===== config.mk =====
export PLATFORM = sky130hd
export DESIGN_NAME = csa32
export DESIGN_NICKNAME = d
export VERILOG_FILES = /design/src/rtl/csa_pkg.sv /design/src/rtl/full_adder.sv /design/src/rtl/csa32.sv
export SDC_FILE = /design/constraint.sdc
export NUM_CORES = 1
export LEC_CHECK = 0
export CAP_MARGIN = 40
export CORE_MARGIN = 2
export CORE_UTILIZATION = 40
export DETAILED_ROUTE_END_ITERATION = 12
export GPL_ROUTABILITY_DRIVEN = 1
export PLACE_DENSITY = 0.84
export RECOVER_POWER = 50
export SLEW_MARGIN = 10
export SYNTH_ARGS = -nofsm -noshare
export SYNTH_HDL_FRONTEND = slang
export SYNTH_SLANG_ARGS = --single-unit

===== constraint.sdc =====
create_clock -name clk -period 50.3 [get_ports clk]
set_input_delay 12.575 -clock clk [delete_from_list [all_inputs] [get_ports clk]]
set_output_delay 12.575 -clock clk [all_outputs]
set_load 0.02 [all_outputs]

===== src/rtl/csa_pkg.sv =====
// ---------------------------------------------------------------------------
// csa_pkg
// Shared definitions for the three-operand carry-save adder.
//   CSA_WIDTH : default operand width
//   operand_t : one unsigned operand
//   sum_t     : operand width plus one bit (the registered sum without cout)
// ---------------------------------------------------------------------------
package csa_pkg;

   localparam int CSA_WIDTH = 32;

   typedef logic [CSA_WIDTH-1:0] operand_t;
   typedef logic [CSA_WIDTH:0]   sum_t;

endpackage : csa_pkg


===== src/rtl/full_adder.sv =====
// ---------------------------------------------------------------------------
// full_adder
// One-bit full adder. It is used both as a 3:2 compressor cell in the
// carry-save row and as a ripple cell in the final carry-propagate adder.
//   x, y, z : input bits
//   sum     : x ^ y ^ z
//   carry   : majority(x, y, z)
// ---------------------------------------------------------------------------
module full_adder (
   input  logic x,
   input  logic y,
   input  logic z,
   output logic sum,
   output logic carry
);

   assign sum   = x ^ y ^ z;
   assign carry = (x & y) | (x & z) | (y & z);

endmodule : full_adder


===== src/rtl/csa32.sv =====
// ---------------------------------------------------------------------------
// csa32
// Registered three-operand unsigned adder. A carry-save row compresses
// a, b and c into a partial sum and a partial carry. A ripple adder then
// resolves them into the exact (WIDTH+2)-bit result {cout, s} = a + b + c.
// The result is registered, so latency is one cycle and a new operand set
// is accepted on every clock.
//   clk   : rising-edge clock
//   rst_n : synchronous reset, ACTIVE-HIGH despite the name
//   a,b,c : unsigned operands, WIDTH bits each
//   s     : registered sum bits [WIDTH:0]
//   cout  : registered top carry, bit [WIDTH+1]
// ---------------------------------------------------------------------------
module csa32
   import csa_pkg::*;
#(
   parameter int WIDTH = CSA_WIDTH
) (
   input  logic             clk,
   input  logic             rst_n,
   input  logic [WIDTH-1:0] a,
   input  logic [WIDTH-1:0] b,
   input  logic [WIDTH-1:0] c,
   output logic [WIDTH:0]   s,
   output logic             cout
);

   logic [WIDTH-1:0] ps;       // carry-save partial sum
   logic [WIDTH-1:0] pc;       // carry-save partial carry, weight 2^(i+1)
   logic [WIDTH:0]   s_d;
   logic             cout_d;
   logic [WIDTH+1:1] cy;       // cy[i] is the carry into result bit i
   logic [WIDTH:0]   s_q;
   logic             cout_q;

   // ---------------- carry-save (3:2) row ----------------
   for (genvar i = 0; i < WIDTH; i++) begin : g_csa
      full_adder u_fa (
         .x     (a[i]),
         .y     (b[i]),
         .z     (c[i]),
         .sum   (ps[i]),
         .carry (pc[i])
      );
   end

   // ---------------- final carry-propagate adder ----------------
   // Adds ps to (pc << 1). Bit 0 only has ps[0], so it needs no cell and
   // the chain starts at bit 1 with no carry in.
   assign s_d[0] = ps[0];
   assign cy[1]  = 1'b0;

   for (genvar i = 1; i <= WIDTH; i++) begin : g_cpa
      if (i < WIDTH) begin : g_mid
         full_adder u_fa (
            .x     (ps[i]),
            .y     (pc[i-1]),
            .z     (cy[i]),
            .sum   (s_d[i]),
            .carry (cy[i+1])
         );
      end else begin : g_top
         // ps has no bit WIDTH, so the top cell sees a zero there.
         full_adder u_fa (
            .x     (1'b0),
            .y     (pc[i-1]),
            .z     (cy[i]),
            .sum   (s_d[i]),
            .carry (cy[i+1])
         );
      end
   end

   assign cout_d = cy[WIDTH+1];

   // ---------------- output register ----------------
   // NOTE: sequential state uses non-blocking assignments so that every
   // register samples its inputs from before the edge, independent of
   // statement order.
   always_ff @(posedge clk) begin
      if (rst_n) begin
         s_q    <= '0;
         cout_q <= 1'b0;
      end else begin
         s_q    <= s_d;
         cout_q <= cout_d;
      end
   end

   assign s    = s_q;
   assign cout = cout_q;

endmodule : csa32


Word level (Yosys, flattened, before mapping)
Index checks and enable logic that the tools add are counted.

word-level totals
  register bits = 34
  bits in latches = 0
  RAM bits = 0
  memory bits (read-only) = 0
  input bits = 98
  output and inout port bits = 34
  memories kept = 0

cells by class
  add/subtract/negate cells = 0
  multiply operators = 0
  divide/modulo/power cells = 0
  magnitude comparators = 0
  equality and inequality tests = 0
  shift operators = 0
  mux-type cells = 0
  bitwise logic cells = 438
  reductions and logical operators = 0

operators by type and width
  operator           number
  bitwise AND 1 bit  188
  bitwise XOR 1 bit  126
  OR 1 bit           124

Depth between registers and ports, before layout
  word-level depth = 95
  gate-level depth with buffers = 36
  gate-level depth less buffers = 36

Hierarchy
From an unflattened synthesis, not the netlist that was laid out.

unflattened totals
  cells, all modules = 136
  area, all modules = 2222.1 µm²

modules (own cells, without submodules)
  module      times used  cells each  area an instance (µm²)
  full_adder  64          1           20.0
  csa32       1           72          940.9

Worst setup path after synthesis
OpenSTA, ideal clock, no wires.

  path kind = input to register
  from = in a[1]
  to = reg s_q[32] (netlist: s[32])
  setup time = 0.114 ns
  arrival time = 26.920 ns
  required time = 50.186 ns
  setup slack = 23.267 ns
  stages = 36
  path through = inv_1 fa_1 inv_1 ha_1 fa_1 fa_1 fa_1 fa_1 fa_1 fa_1 fa_1 fa_1 fa_1 fa_1 fa_1 fa_1 fa_1 fa_1 fa_1 fa_1 fa_1 fa_1 fa_1 fa_1 fa_1 fa_1 fa_1 fa_1 fa_1 fa_1 fa_1 fa_1 fa_1 fa_1 ha_1 nor2b_1

between the ends
  cells in the longest elaborated chain, start to end = 94
  elaborated cells on any way between the ends = 129

ends and longest elaborated chain
  element                                                 line                                source
  start, declared                                         csa32.sv:21                         input logic [WIDTH-1:0] a,
  bitwise AND 1 bit or bitwise XOR 1 bit (tied branches)  full_adder.sv:18, full_adder.sv:17
  OR 1 bit or bitwise XOR 1 bit (tied branches)           full_adder.sv:18, full_adder.sv:17
  OR 1 bit or bitwise AND 1 bit (tied branches)           full_adder.sv:18                    assign carry = (x & y) | (x & z) | (y & z);
  bitwise AND 1 bit                                       full_adder.sv:18
  OR 1 bit                                                full_adder.sv:18
  OR 1 bit *                                              full_adder.sv:18
  bitwise AND 1 bit                                       full_adder.sv:18
  OR 1 bit                                                full_adder.sv:18
  (+79 left out)                                          n/a
  bitwise AND 1 bit                                       full_adder.sv:18
  OR 1 bit                                                full_adder.sv:18
  OR 1 bit *                                              full_adder.sv:18
  bitwise AND 1 bit                                       full_adder.sv:18
  OR 1 bit                                                full_adder.sv:18
  OR 1 bit *                                              full_adder.sv:18
  bitwise XOR 1 bit *                                     full_adder.sv:17                    assign sum = x ^ y ^ z;
  via g_cpa[32].g_top.u_fa.sum                            full_adder.sv:13                    output logic sum,
  end signal, assigned                                    csa32.sv:82                         s_q <= '0;
  end signal, assigned                                    csa32.sv:85                         s_q <= s_d;
  end, declared                                           csa32.sv:33                         logic [WIDTH:0] s_q;

Mark *: on every way through the listed nets, which the timed path passes. The rest lies on a longest branch.
A chain may end at the register's enable or synchronous reset.

Worst setup path after layout
Same ends and word-level chain as after synthesis.

==> summary.txt <==
Outcome
  – Outcome: completed

Die
  – Die Width: 79.1 um
  – Num rows: 27
  – I/O pin total: ~130
  – Die Area: roughly 6200 um2
  – Initial Util: about two fifths
  – CORE AREA: roughly 5500 um2
  – Die Y: 79.1 um

GRT
  – GRT overflow: 0
  – Largest net degree at the start of global routing: 35
  – Global-route wire length before repair: between 7000 and 8000 um
  – Antenna violations before repair: 0
  – Number of global-route vias before repair: ~1800
  – Total track usage: between 15 and 20%

Job
  – Maxcap violations: 0

Route
  – Drt wl/cell: 13.1 um
  – Antenna Violating Nets Remaining: 0
  – Drt first pass iters: 3
  – Via count: approximately 1500
  – Remaining DRCs: 0
  – Total wire length: around 4700 um
  – Via/cell ratio: around 4.3
  – 1st-iter DRT viols: 26

Critical path
  – Crit-path max cell delay: 0.54 ns
  – Crit path max-delay cell type: fa_1
  – CP dominant cell by count: fa_1
  – Crit path arrival time: roughly 28 ns
  – Worst-path fanout max: 1
  – CP endpoint kind: flop
  – Required @ worst endpoint: just over 50 ns
  – Critical path type: input pin to flop
  – CP Launch Type: input pin
  – Crit path from: a[1]

Hold path
  – Hold WC Path Type: input pin to flop
  – Hold Crit Start: c[0]

Yosys
  – Post-Syn Area: 2250 um2
  – Count of state elements after synthesis: 34
  – Seq/Total Area, Yosys: 30.2%
  – Yosys cell types: 8
  – Mapped Nets: between 300 and 400
  – Ys Warns: 0
  – Mapped Cells: between 100 and 150
  – Post-Syn Area per Cell: between 15 and 20 um2

Clocking
  – TritonCTS clock tree: done
  – PostCTS Resize Cnt: 0
  – Clock tree sinks: 34
  – H-tree levels: 2
  – Setup Buffers After CTS: 0
  – Buffer levels on the longest clock path: 2
  – Num CTS Buffers: 5
  – Clock transition at the registers of the reported paths: about 0.06 ns
  – CTS root buffer: clkbuf_8
  – Hold Buf Count CTS: 0

Timing
  – RSZ-0062 raised after global routing: false
  – Final setup violation count: 0
  – Fmax: approximately 36 MHz
  – Max-Slew Margin vs Limit: 78.7%
  – Worst-Margin Slew: 0.320 ns
  – Final Hold Vio Count: 0
  – Crit share post-route: a little over half
  – Slew Limit Fails: 0
  – Setup TNS: 0 ns
  – Min Tclk post-route: 27.57 ns

Power and ir drop
  – Leakage: 1.53 nW
  – Pwr Density: about 29 nW/um2
  – Peak VDD IR: 0.0162 mV

Cells and area
  – # nets final: around 450
  – Commonest non-fill, non-tap cell in the layout: clkdlybuf4s50_1
  – Antenna Cells: 0
  – Most frequent cells in the layout: clkdlybuf4s50_1 (97), fa_1 (62), dfxtp_1 (34), dlygate4sd3_1 (34), nor2b_1 (29)
  – Share of cells above drive strength 1: 3.87%
  – Fin cells: about 360
  – Area Growth Syn to Fin: 64.7%

Placement
  – HPWL after DPL: about 4300 um
  – Port Buffers: 131
  – GP Congestion: 0.750
  – Dpl cells: 350
-- metal layers --
metal	vias to the layer above	GRT usage, %	routed length, um
met5	-	0	0
met4	0	6.55	87
met3	8	6.93	493
met2	76	31.1	2650
met1	752	15.6	1440
li1	701	-	-
-- sequential cells by signal, indices dropped and copies added, names as in the netlist --
signal and cells:
cout 1, s 33
-- cell type report --
class                           instances  area [um2]
Clock buffer                            6        82.6
Inverter                               14        52.6
Multi-Input combinational cell         98        1490
Tap cell                               72        90.1
Sequential cell                        34         681
Fill cell                             441        1760
Timing Repair Buffer                  132        1320
-- power by group --
part / leakage (nW) / internal (mW) / switching, mW
clock network: 0.0431 / 0.0105 / 0.00894
registers: 0.283 / 0.0336 / 0.00123
logic: 1.20 / 0.0285 / 0.0245
total: 1.53 / 0.0727 / 0.0347
-- worst max-delay path: cells and delay by family --
kind	cells	cell delay (ns)
adders and majority gates	33	14.49
buffers and inverters	3	0.56
and+or+nand+nor	1	0.13
-- through the flow --
step	area, um2	total power [mW]	setup WS (ns)	utilization (%)	hold WS (ns)
floorplan	2250	0.0644	23.27	-	12.76
global placement	3630	0.0906	22.51	66.3	13.28
detailed placement	3630	0.0925	22.30	66.3	13.29
CTS	3710	0.112	22.60	67.8	12.99
global route	3710	0.116	22.14	67.8	13.03
finish	3710	0.107	22.73	67.8	12.99
-- final timing paths --
check	endpoint	slack [ns]	cells after the start
worst min-delay path	s[0]	12.99	4
worst max-delay path	s[32]	22.73	37
-- logic make-up after synthesis --
kind of cell	count (synthesis)	share of synthesized area, %
and+or+nand+nor	34	9.77
adders and majority gates	64	56.2
DFF	34	30.2
buffers and inverters	17	3.83
-- synth_stat cells --
cell | count | area [um2]
and2b_2 | 4 | 35.0
buf_6 | 3 | 33.8
dfxtp_1 | 34 | 681
fa_1 | 62 | 1240
ha_1 | 2 | 25.0
inv_1 | 14 | 52.6
nor2_1 | 1 | 3.75
nor2b_1 | 29 | 181
No activity file was read; power rests on OpenSTA's default activity.
